$ cat src/rtl/score_scheduler.sv
// score_scheduler: game sequencer for the two-lane BCD score counter of the Dino game.
// It runs the IDLE/CLEAR/RUN/OVER state machine and issues one-cycle per-lane
// score-increment enables from an internal prescaler instead of a divided clock.
// It also latches per-lane crashes, decides the winner and keeps a BCD high score.
//
// Optional feature: define SCORE_SPEEDUP_EN to shorten the tick period as the
// hundreds digit of the leading lane grows (P = TICK_DIV >> min(3, hundreds)).
//
// Ports
//   clk         system clock, rising edge
//   rst         synchronous active-high reset
//   start       one-cycle start/restart request
//   crash[1:0]  per-lane collision level (bit0 lane 0, bit1 lane 1)
//   score_data  counter value, [15:0] lane 0, [31:16] lane 1 (4 BCD digits each)
//   score_clr   one-cycle counter clear pulse (during CLEAR)
//   score_inc   one-cycle per-lane increment pulse
//   state       00 IDLE, 01 CLEAR, 10 RUN, 11 OVER
//   crashed     sticky per-lane crash latch
//   winner      01 lane 0, 10 lane 1, 11 tie, 00 undecided
//   hi_score    BCD high score, 4 digits
module score_scheduler #(
    parameter int unsigned TICK_DIV = 16777216,
    parameter int unsigned TICK_W   = 25
) (
    input  logic        clk,
    input  logic        rst,
    input  logic        start,
    input  logic [1:0]  crash,
    input  logic [31:0] score_data,
    output logic        score_clr,
    output logic [1:0]  score_inc,
    output logic [1:0]  state,
    output logic [1:0]  crashed,
    output logic [1:0]  winner,
    output logic [15:0] hi_score
);

    typedef enum logic [1:0] {
        S_IDLE  = 2'b00,
        S_CLEAR = 2'b01,
        S_RUN   = 2'b10,
        S_OVER  = 2'b11
    } state_t;

    state_t            cur_state;
    state_t            nxt_state;
    logic [TICK_W-1:0] presc;
    logic [TICK_W-1:0] period;
    logic              tick;
    logic [1:0]        eff;
    logic              first_over;
    logic [15:0]       lane_max;

`ifdef SCORE_SPEEDUP_EN
    logic [1:0] lvl;
    logic [1:0] lvl_new;
    logic [3:0] hund;

    // Speed level from the larger hundreds digit, saturated at 3.
    always_comb begin
        hund    = (score_data[11:8] > score_data[27:24]) ? score_data[11:8] : score_data[27:24];
        lvl_new = (hund > 4'd3) ? 2'd3 : hund[1:0];
        period  = TICK_W'(TICK_DIV) >> lvl;
    end
`else
    always_comb period = TICK_W'(TICK_DIV);
`endif

    // Tick on the last count of the current period; crashes gate lanes in the same cycle.
    assign tick     = (cur_state == S_RUN) && (presc == (period - TICK_W'(1)));
    assign eff      = crashed | crash;
    assign lane_max = (score_data[15:0] > score_data[31:16]) ? score_data[15:0] : score_data[31:16];
    assign state    = cur_state;

    // State register.
    always_ff @(posedge clk) begin
        if (rst) cur_state <= S_IDLE;
        else     cur_state <= nxt_state;
    end

    // Next-state and decoded pulse outputs.
    always_comb begin
        nxt_state = cur_state;
        score_clr = 1'b0;
        score_inc = 2'b00;
        case (cur_state)
            S_IDLE: begin
                if (start) nxt_state = S_CLEAR;
            end
            S_CLEAR: begin
                score_clr = 1'b1;
                nxt_state = S_RUN;
            end
            S_RUN: begin
                if (tick) score_inc = ~eff;
                if (eff == 2'b11) nxt_state = S_OVER;
            end
            S_OVER: begin
                if (start) nxt_state = S_CLEAR;
            end
            default: nxt_state = S_IDLE;
        endcase
    end

    // Prescaler, crash latch, winner and high score.
    always_ff @(posedge clk) begin
        if (rst) begin
            presc      <= '0;
            crashed    <= 2'b00;
            winner     <= 2'b00;
            hi_score   <= 16'h0000;
            first_over <= 1'b0;
`ifdef SCORE_SPEEDUP_EN
            lvl        <= 2'd0;
`endif
        end else begin
            first_over <= (cur_state == S_RUN) && (nxt_state == S_OVER);
            case (cur_state)
                S_CLEAR: begin
                    presc   <= '0;
                    crashed <= 2'b00;
                    winner  <= 2'b00;
`ifdef SCORE_SPEEDUP_EN
                    lvl     <= 2'd0;
`endif
                end
                S_RUN: begin
                    presc   <= tick ? '0 : presc + TICK_W'(1);
                    crashed <= eff;
`ifdef SCORE_SPEEDUP_EN
                    if (tick) lvl <= lvl_new;
`endif
                    // Lane that was already latched crashed first, so the other one wins.
                    if (eff == 2'b11)
                        winner <= (crashed == 2'b00) ? 2'b11 : ~crashed;
                end
                S_OVER: begin
                    if (first_over && (lane_max > hi_score)) hi_score <= lane_max;
                end
                default: ;
            endcase
        end
    end

endmodule
$ cat config.mk
export PLATFORM = sky130hd
export DESIGN_NAME = score_scheduler
export DESIGN_NICKNAME = d
export VERILOG_FILES = /design/src/rtl/score_scheduler.sv
export SDC_FILE = /design/constraint.sdc
export NUM_CORES = 1
export LEC_CHECK = 0
export CORE_MARGIN = 1.5
export CORE_UTILIZATION = 29
export DETAILED_ROUTE_END_ITERATION = 16
export DONT_BUFFER_PORTS = 1
export PLACE_DENSITY = 0.47
export SYNTH_ARGS = -nofsm -noshare
export SYNTH_HDL_FRONTEND = slang
export SYNTH_SLANG_ARGS = --single-unit
$ cat constraint.sdc
create_clock -name clk -period 6.7 [get_ports clk]
set_clock_uncertainty 0.15 [all_clocks]
set_input_delay 1.34 -clock clk [delete_from_list [all_inputs] [get_ports clk]]
set_output_delay 1.34 -clock clk [all_outputs]
set_load 0.02 [all_outputs]
======== After elaboration in Yosys (flattened, before gate mapping) ========
Index checks and enable logic that the tools add are counted.
operators by class
  magnitude comparators ................... 2
  reduce and logical (&&, ||, !) cells .... 9
  equality and inequality tests ........... 7
  bitwise operators ....................... 3
  add/sub/neg operators ................... 1
  muxes and demuxes ....................... 13
operators with widths
  cell                                             count
  case mux 25 bit (2 select lines)                 1
  > comparator 16 bit                              2
  adder 25 x 1 -> 25 bit, second input constant    1
  == test 25 x 24 -> 1 bit, second input constant  1
  two-way mux 25 bit                               1
  two-way mux 16 bit                               1
  two-way mux 2 bit                                6
  == test 2 bit, second input constant             4
  case mux 2 bit (2 select lines)                  2
  case mux 2 bit (3 select lines)                  1
  logical NOT 2 bit                                2
  NOT 2 bit                                        2
  AND reduction 2 bit                              2
  logical AND 1 bit                                3
  == test 2 x 1 -> 1 bit, second input constant    1
  != test 2 x 1 -> 1 bit, second input constant    1
  bitwise OR 2 bit                                 1
  nonzero test 2 bit                               1
  OR reduction 2 bit                               1
  two-way mux 1 bit                                1
storage, ports and cells
  word-level logic and storage cells ...... 41
  output and inout bits ................... 25
  bits of input ports ..................... 37
  flip-flop bits (word level) ............. 48

======== Logic depth before layout (Yosys ltp) ========
Gate-level depths: netlist of the first run.
  depth after elaboration ................. 6
  mapped depth ............................ 16
  depth with buffers taken out ............ 13

======== Least setup slack after synthesis of the first run ========
No wires, ideal clock.
  path type ............................... input -> register
  from .................................... input port score_data[23]
  to ...................................... register hi_score[10]
  required time ........................... 6.459 ns
  setup slack ............................. 1.611 ns
  arrival ................................. 4.848 ns
  buffers on the path ..................... 3
  stages on the path ...................... 16
  cells stage by stage .................... inv_1 ha_1 and3_1 a221o_1 a22oi_1 clkbuf_1 a311o_1 nand2_1 ha_1 and3_4 a221o_1 a221o_1 buf_6 a22o_4 buf_6 a311oi_1
on the way
  longest elaborated chain between the ends .. 5
RTL lines
  what                                  line  text
  from (decl)                           29    input logic [31:0] score_data,
  > comparator 16 bit                   72    assign lane_max = (score_data[15:0] > score_data[31:16]) ? score_data[15:0] : score_data[31:16];
  two-way mux 16 bit                    72
  via lane_max[3]                       52    logic [15:0] lane_max;
  > comparator 16 bit                   138   if (first_over && (lane_max > hi_score)) hi_score <= lane_max;
  logical AND 1 bit                     138
  AND reduction 2 bit (no source line)  -
  to (signal assigned)                  138
  to (decl)                             35    output logic [15:0] hi_score
The timed path passes the listed nets, and every way through them passes these cells.
A chain may end at the register's enable or synchronous reset.

======== Worst setup path after layout of the first run ========
  from .................................... input port score_data[23]
  to ...................................... register hi_score[15]
Same word-level chain as after synthesis.

==> reports/metrics.yaml, run 1 <==
setup_path:
  worstPathRequired_ps: 6740
  worstSetupEndpointType: "flop"
  reg2reg_from: "state[0]"
  reg2reg_setup_slack_ps: 3670
  path_class: "in2reg"
  crit_slowest_cell: "a221o_1"
  arrival_ps: 5470
  r2r_end: "presc[4]"
  worstRegToRegCells: 8
  start_kind: "primary input"
  critPathMaxStageDelay_ps: 600
  crit_buf_inv: 2
  cp_common_cell: "a221o_1"
  path_max_fanout: 19
  cp_top_family: "compound AO/OA/AOI/OAI gates"
  cp_cell_sequence: "inv_1 > ha_1 > and3_1 > a221o_1 > a22oi_2 > buf_4 > a311o_1 > nand2_1 > ha_1 > and3_4 > a221o_1 > a221o_1 > a22o_4 > a311oi_1"
timing:
  post-route-period-util_pct: 81.0
  tns_ps: 0
  rsz0062_at_grt: "false"
  relSlewSlack_pct: 34.8
  finalCriticalPeriod_ps: 5430
  hold_viol: 0
  whs_ps: 304
  max_freq_mhz: 184
  setup_viol: 0
  tightest_slew_ps: 979
  drv_slew: 0
floorplan:
  die_x_um: 116
  coreArea_sq_um: 12500
  die_y_um: 116
  num_rows: 41
  ios: 62
  initial_utilization_pct: 29.5
  die_area_sq_um: 13400
yosys:
  syn_nets: 528
  synth.most_common_cell: "inv_1"
  synthCells: 455
  syn-cell-area_sq_um: 3690
  yosysTopAreaCell: "dfxtp_1"
  syn_area_per_cell_sq_um: 8.11
  ys_seq_area_share_pct: 26.0
  ys_async_sr_fraction_pct: 0
  ys_warn_count: 0
  synth_edf_count: 0
  synthFlopType: "dfxtp_1"
  netlist-cell-type-count: 52
  netlist.area_leader.share_pct: 26.0
  ys_seq_elements: 48
  ys_top_cells_by_area: "dfxtp_1 26%, ha_1 12%, inv_1 5.6%"
  synthTopCellsByCount: "55 x inv_1, 48 x dfxtp_1, 36 x ha_1"
run_status:
  status: "finished clean"
clock_tree:
  clkLatencyLatePin_ps: 290
  cts_resized: 0
  post_cts_buffers: 0
  clock_path_buffers: 2
  htreeDepth: 2
  cts_sinks: 48
  root_buffer: "clkbuf_16"
  cts_tree: "built"
  cts_buffers: 5
  cts.hold.buffers_added: 0
  path_clk_slew_ps: 70
route:
  antenna_left: 0
  first_iter_violations: 226
  vias: 3458
  firstDrtPassIters: 4
  routedWlPerCell_um: 16.9
  drc: 0
  viasPerCell: 5.68
  wirelength_mm: 10.3
place:
  place_area_sq_um: 3830
  gp_congestion: 0.839
  port_buffers: 0
  dpl.hpwl_mm: 7.75
final_layout:
  fin_nets: 510
  fin_util_pct: 31.8
  antenna_cells: 0
  areaGrowthSynthToFinish_pct: 7.90
  drive_above_1_share_pct: 4.58
  postLayoutCellArea_sq_um: 3980
power:
  p_per_area_nw_per_um2: 223
  leakagePower_nw: 1.50
  ir_drop_v: 0.000159
global_routing:
  grt_pass1_wl_mm: 17.0
  globalRouteTotalUtil_pct: 15.8
  grt_pass1_vias: 3335
  grt_overflow: 0
  antenna_found_initial: 0
  grt_max_degree: 55
worst_hold_path:
  hp-start: "presc[24]"
  min_to: "presc[24]"
  hold_path.class: "reg2reg"
  hold_path_depth: 2
job:
  cap_violations: 0
-- cell usage in the layout (no fill, tap or decap), types with 5 or more instances in the layout --
| cell | instances |
|---|---|
| a311o_1 | 16 |
| a22o_1 | 7 |
| clkbuf_16 | 5 |
| and2_1 | 7 |
| nor3_1 | 23 |
| nand2_1 | 34 |
| nor4_1 | 7 |
| ha_1 | 36 |
| nand3_1 | 12 |
| o311ai_0 | 6 |
| a21o_1 | 7 |
| a221oi_1 | 16 |
| and3_1 | 6 |
| a21oi_1 | 16 |
| a32oi_1 | 16 |
| buf_4 | 8 |
| a311oi_1 | 17 |
| o21a_1 | 7 |
| o21ai_0 | 5 |
| dfxtp_1 | 48 |
| nor2_1 | 16 |
| nand4_1 | 9 |
| nor3b_1 | 6 |
| inv_1 | 55 |
| o31ai_1 | 5 |
-- sequential cells by signal, summed over array words and instances (netlist names) --
register / flops
state: 2
crashed: 2
first_over: 1
presc: 25
winner: 2
hi_score: 16
-- cell type report --
class	instances	area, sq um
fillers	1392	8530
multi-input cells	319	2390
flip-flops and latches	48	961
well taps	172	215
inverters	55	206
clock buffers	6	139
repair buffers	8	60.1
clock inverters	1	8.76
-- where the power goes --
part / internal [mW] / switching (mW) / total, mW
Clock: 0.147 / 0.109 / 0.256
Sequential: 0.308 / 0.0428 / 0.350
Combinational: 0.0985 / 0.184 / 0.282
-- logic make-up (layout without fill, tap and decap cells) --
logic type	count (synthesis)	after routing	synth area share (%)
DFF	48	48	26.0
and+or+nand+nor	137	137	19.6
adders and majority gates	36	36	12.2
xor gates and xnor gates	7	7	1.66
buffers and inverters	88	70	9.46
AOI/OAI and AO/OA	138	138	30.7
muxes	1	1	0.305
-- worst max-delay path by stage --
stage          slack, ps  cells past startpoint      startpoint            to
6_report            1270                     14  score_data[23]  hi_score[15]
5_1_grt             1010                     14  score_data[23]  hi_score[14]
4_1_cts             1320                     14  score_data[23]   hi_score[3]
3_5_place_dp        1030                     14  score_data[23]   hi_score[3]
3_3_place_gp        1120                     14  score_data[23]   hi_score[3]
2_1_floorplan       1610                     16  score_data[23]  hi_score[10]
-- worst reg2reg max path, stage by stage (launching register included) --
cell,delay [ps]
dfxtp_1,560
inv_1,90
ha_1,420
inv_1,260
nand2_1,150
a41o_1,380
buf_4,260
nor2_1,470
a221o_1,230
-- routing by layer --
metal	vias to the layer above	share of wire [%]	track usage [%]
met5	-	0	0
met4	0	1.2	3.33
met3	9	6.3	3.03
met2	102	46	26.4
met1	1632	46	21.4
li1	1715	-	-
-- metrics by stage --
stage          power [mW]  setup slack (ps)  std cells
4_1_cts             0.904              1320        609
3_5_place_dp        0.645              1030        602
6_report            0.889              1270        609
2_1_floorplan       0.570              1610        455
5_1_grt             0.958              1010        609
3_3_place_gp        0.638              1120        602
Note: power is estimated with default switching activity, not from simulation.
==> run 2: changes to the inputs <==
--- a/config.mk
+++ b/config.mk
@@ -9,7 +9,7 @@
 export CORE_UTILIZATION = 29
 export DETAILED_ROUTE_END_ITERATION = 16
 export DONT_BUFFER_PORTS = 1
-export PLACE_DENSITY = 0.47
+export PLACE_DENSITY = 0.48
 export SYNTH_ARGS = -nofsm -noshare
 export SYNTH_HDL_FRONTEND = slang
 export SYNTH_SLANG_ARGS = --single-unit
==> constraint.sdc (replaced) <==
create_clock -name clk -period 4.5 [get_ports clk]
set_clock_uncertainty 0.15 [all_clocks]
set_input_delay 0.9 -clock clk [delete_from_list [all_inputs] [get_ports clk]]
set_output_delay 0.9 -clock clk [all_outputs]
set_load 0.02 [all_outputs]
==> reports/metrics.yaml, run 2 (synthesized netlist as in run 1, its figures left out) <==
power:
  leakagePower_nw: 1.61  # +7.1%
  power_frac_seq_pct: 39.7  # +0.3 points
  comb_power_share_pct: 33.6  # +1.8 points
  p_per_area_nw_per_um2: 315  # +41%
  netSwitchingPower_uw: 500  # +49%
  p_int_uw: 815  # +47%
  ir_drop_v: 0.000134  # -16%
  p_total_mw: 1.31  # +48%
  clockPowerShare_pct: 26.6  # -2.2 points
  swShare_pct: 38.0  # +0.26 points
setup_path:
  reg2reg_setup_slack_ps: 1500  # -2170 ps
  worstRegToRegCells: 8  # unchanged
  crit_path_start: "score_data[27]"
  reg2reg_from: "state[0]"
  start_kind: "primary input"
  path_max_fanout: 16  # -3
  arrival_ps: 4340  # -1130 ps
  worstSetupEndpointType: "flop"
  worstPathRequired_ps: 4500  # -2240 ps
  path_class: "in2reg"
  endpoint: "hi_score[14]"
  r2r_end: "presc[4]"
floorplan:
  die_area_sq_um: 13400  # unchanged
  ios: 62  # unchanged
  die_y_um: 116  # unchanged
  die_x_um: 116  # unchanged
  initial_utilization_pct: 29.5  # unchanged
  num_rows: 41  # unchanged
  coreArea_sq_um: 12500  # unchanged
final_layout:
  multi_input_area_sq_um: 2420  # +1.3%
  layout_common_cells: "55 x inv_1, 48 x dfxtp_1, 36 x ha_1"
  fill_cells: 1323  # -5.0%
  areaGrowthSynthToFinish_pct: 13.0
  final-seq-area_sq_um: 961  # unchanged
  antenna_cells: 0  # unchanged
  largest_reg_flops: 25  # unchanged
  top_regs: "presc: 25 flops, hi_score: 16 flops"
  fin_nets: 529  # +3.7%
  fin_util_pct: 33.3  # +1.5 points
  drive_above_1_share_pct: 9.03  # +4.5 points
  regMostFlops: "presc"
  final_common_cell: "inv_1"
clock_tree:
  cts_resized: 0  # unchanged
  path_clk_slew_ps: 60  # about the same
  root_buffer: "clkbuf_16"
  clkLatencyLatePin_ps: 280  # about the same
  htreeDepth: 2  # unchanged
  cts.hold.buffers_added: 0  # unchanged
  cts_buffers: 5  # unchanged
  cts_sinks: 48  # unchanged
  post_cts_buffers: 0  # unchanged
  clock_path_buffers: 2  # unchanged
  cts_tree: "built"
worst_hold_path:
  hold_path.class: "reg2reg"
route:
  first_iter_violations: 250  # +11%
  antenna_left: 0  # unchanged
  wirelength_mm: 10.6  # +3.5%
  routedWlPerCell_um: 17.0  # +0.72%
  vias: 3588  # +3.8%
  firstDrtPassIters: 4  # unchanged
  viasPerCell: 5.73  # +0.94%
  drc: 0  # unchanged
timing:
  post-route-period-util_pct: 96.5
  setup_viol: 0  # unchanged
  drv_slew: 0  # unchanged
  whs_ps: 310  # +6.74 ps
  relSlewSlack_pct: 55.3  # +21 points
  max_freq_mhz: 230
  fin_ws_ps: 158  # -1110 ps
  tightest_slew_ps: 667  # -311 ps
  hold_viol: 0  # unchanged
  rsz0062_at_grt: "false"
  finalCriticalPeriod_ps: 4340
global_routing:
  grt_overflow: 0  # unchanged
  grt_max_degree: 55  # unchanged
  grt_pass1_wl_mm: 17.3  # +1.5%
  antenna_found_initial: 0  # unchanged
  globalRouteTotalUtil_pct: 16.2  # +0.31 points
  grt_pass1_vias: 3396  # +1.8%
run_status:
  status: "finished clean"
place:
  port_buffers: 0  # unchanged
  dpl.hpwl_mm: 8.00  # +3.2%
  gp_congestion: 0.907  # +8.2%
  pre_cts_ws_ps: -92.6  # -1120 ps
job:
  cap_violations: 0  # unchanged
run 2: area by class of cell:
class                      instances  area share, %
sequential                        48           23.0
timing repair buffer              27           5.76
multi-input combinational        319           58.1
tap                              172           5.16
clock buffer                       5           3.00
inverter                          55           4.95
run 2: worst min path at each step:
stage                     startpoint   endpoint  slack, ps  cells after the start
after floorplan            presc[24]  presc[24]        280                      2
after global placement     presc[24]  presc[24]        300                      2
after detailed placement   presc[24]  presc[24]        300                      2
after CTS                  presc[24]  presc[24]        310                      2
after global routing       presc[24]  presc[24]        330                      2
final                      presc[24]  presc[24]        310                      2
run 2: routing by layer:
metal / vias up / global-route usage, % / routed length, um
li1: 1759 / - / -
met1: 1740 / 21.6 / 4870
met2: 83 / 26.8 / 5020
met3: 6 / 4.18 / 704
met4: 0 / 2.44 / 53
met5: - / 0 / 0
run 2: power groups by stage:
stage	Combinational, mW	Sequential [mW]	Clock (mW)
floorplan	0.330	0.520	0
global placement	0.431	0.531	0
detailed placement	0.436	0.533	0
CTS	0.439	0.523	0.361
global route	0.501	0.530	0.373
finish	0.442	0.523	0.350
run 2: critical path: stages:
cell      delay (ps)
inv_1             30
ha_1             300
nand4_1          280
a2111o_1         450
buf_4            180
a311o_1          370
nand2_1           80
ha_1             240
and3_4           190
a221o_1          340
a221o_1          370
buf_4            220
a221oi_1         300
a311oi_1         100
run 2: per-stage QoR:
| step | cell area, sq um | instances | TNS [ps] |
|---|---|---|---|
| after floorplan | 3720 | 455 | 0 |
| after global placement | 4030 | 621 | -302 |
| after detailed placement | 4030 | 621 | -530 |
| after CTS | 4150 | 626 | 0 |
| after global routing | 4170 | 626 | 0 |
| final | 4170 | 626 | 0 |
==> run 3: changes to the inputs <==
--- a/config.mk
+++ b/config.mk
@@ -5,6 +5,7 @@
 export SDC_FILE = /design/constraint.sdc
 export NUM_CORES = 1
 export LEC_CHECK = 0
+export CAP_MARGIN = 20
 export CORE_MARGIN = 1.5
 export CORE_UTILIZATION = 29
 export DETAILED_ROUTE_END_ITERATION = 16
==> results of run 3 <==
Final layout, timing and power as in run 2 (identical DEF).
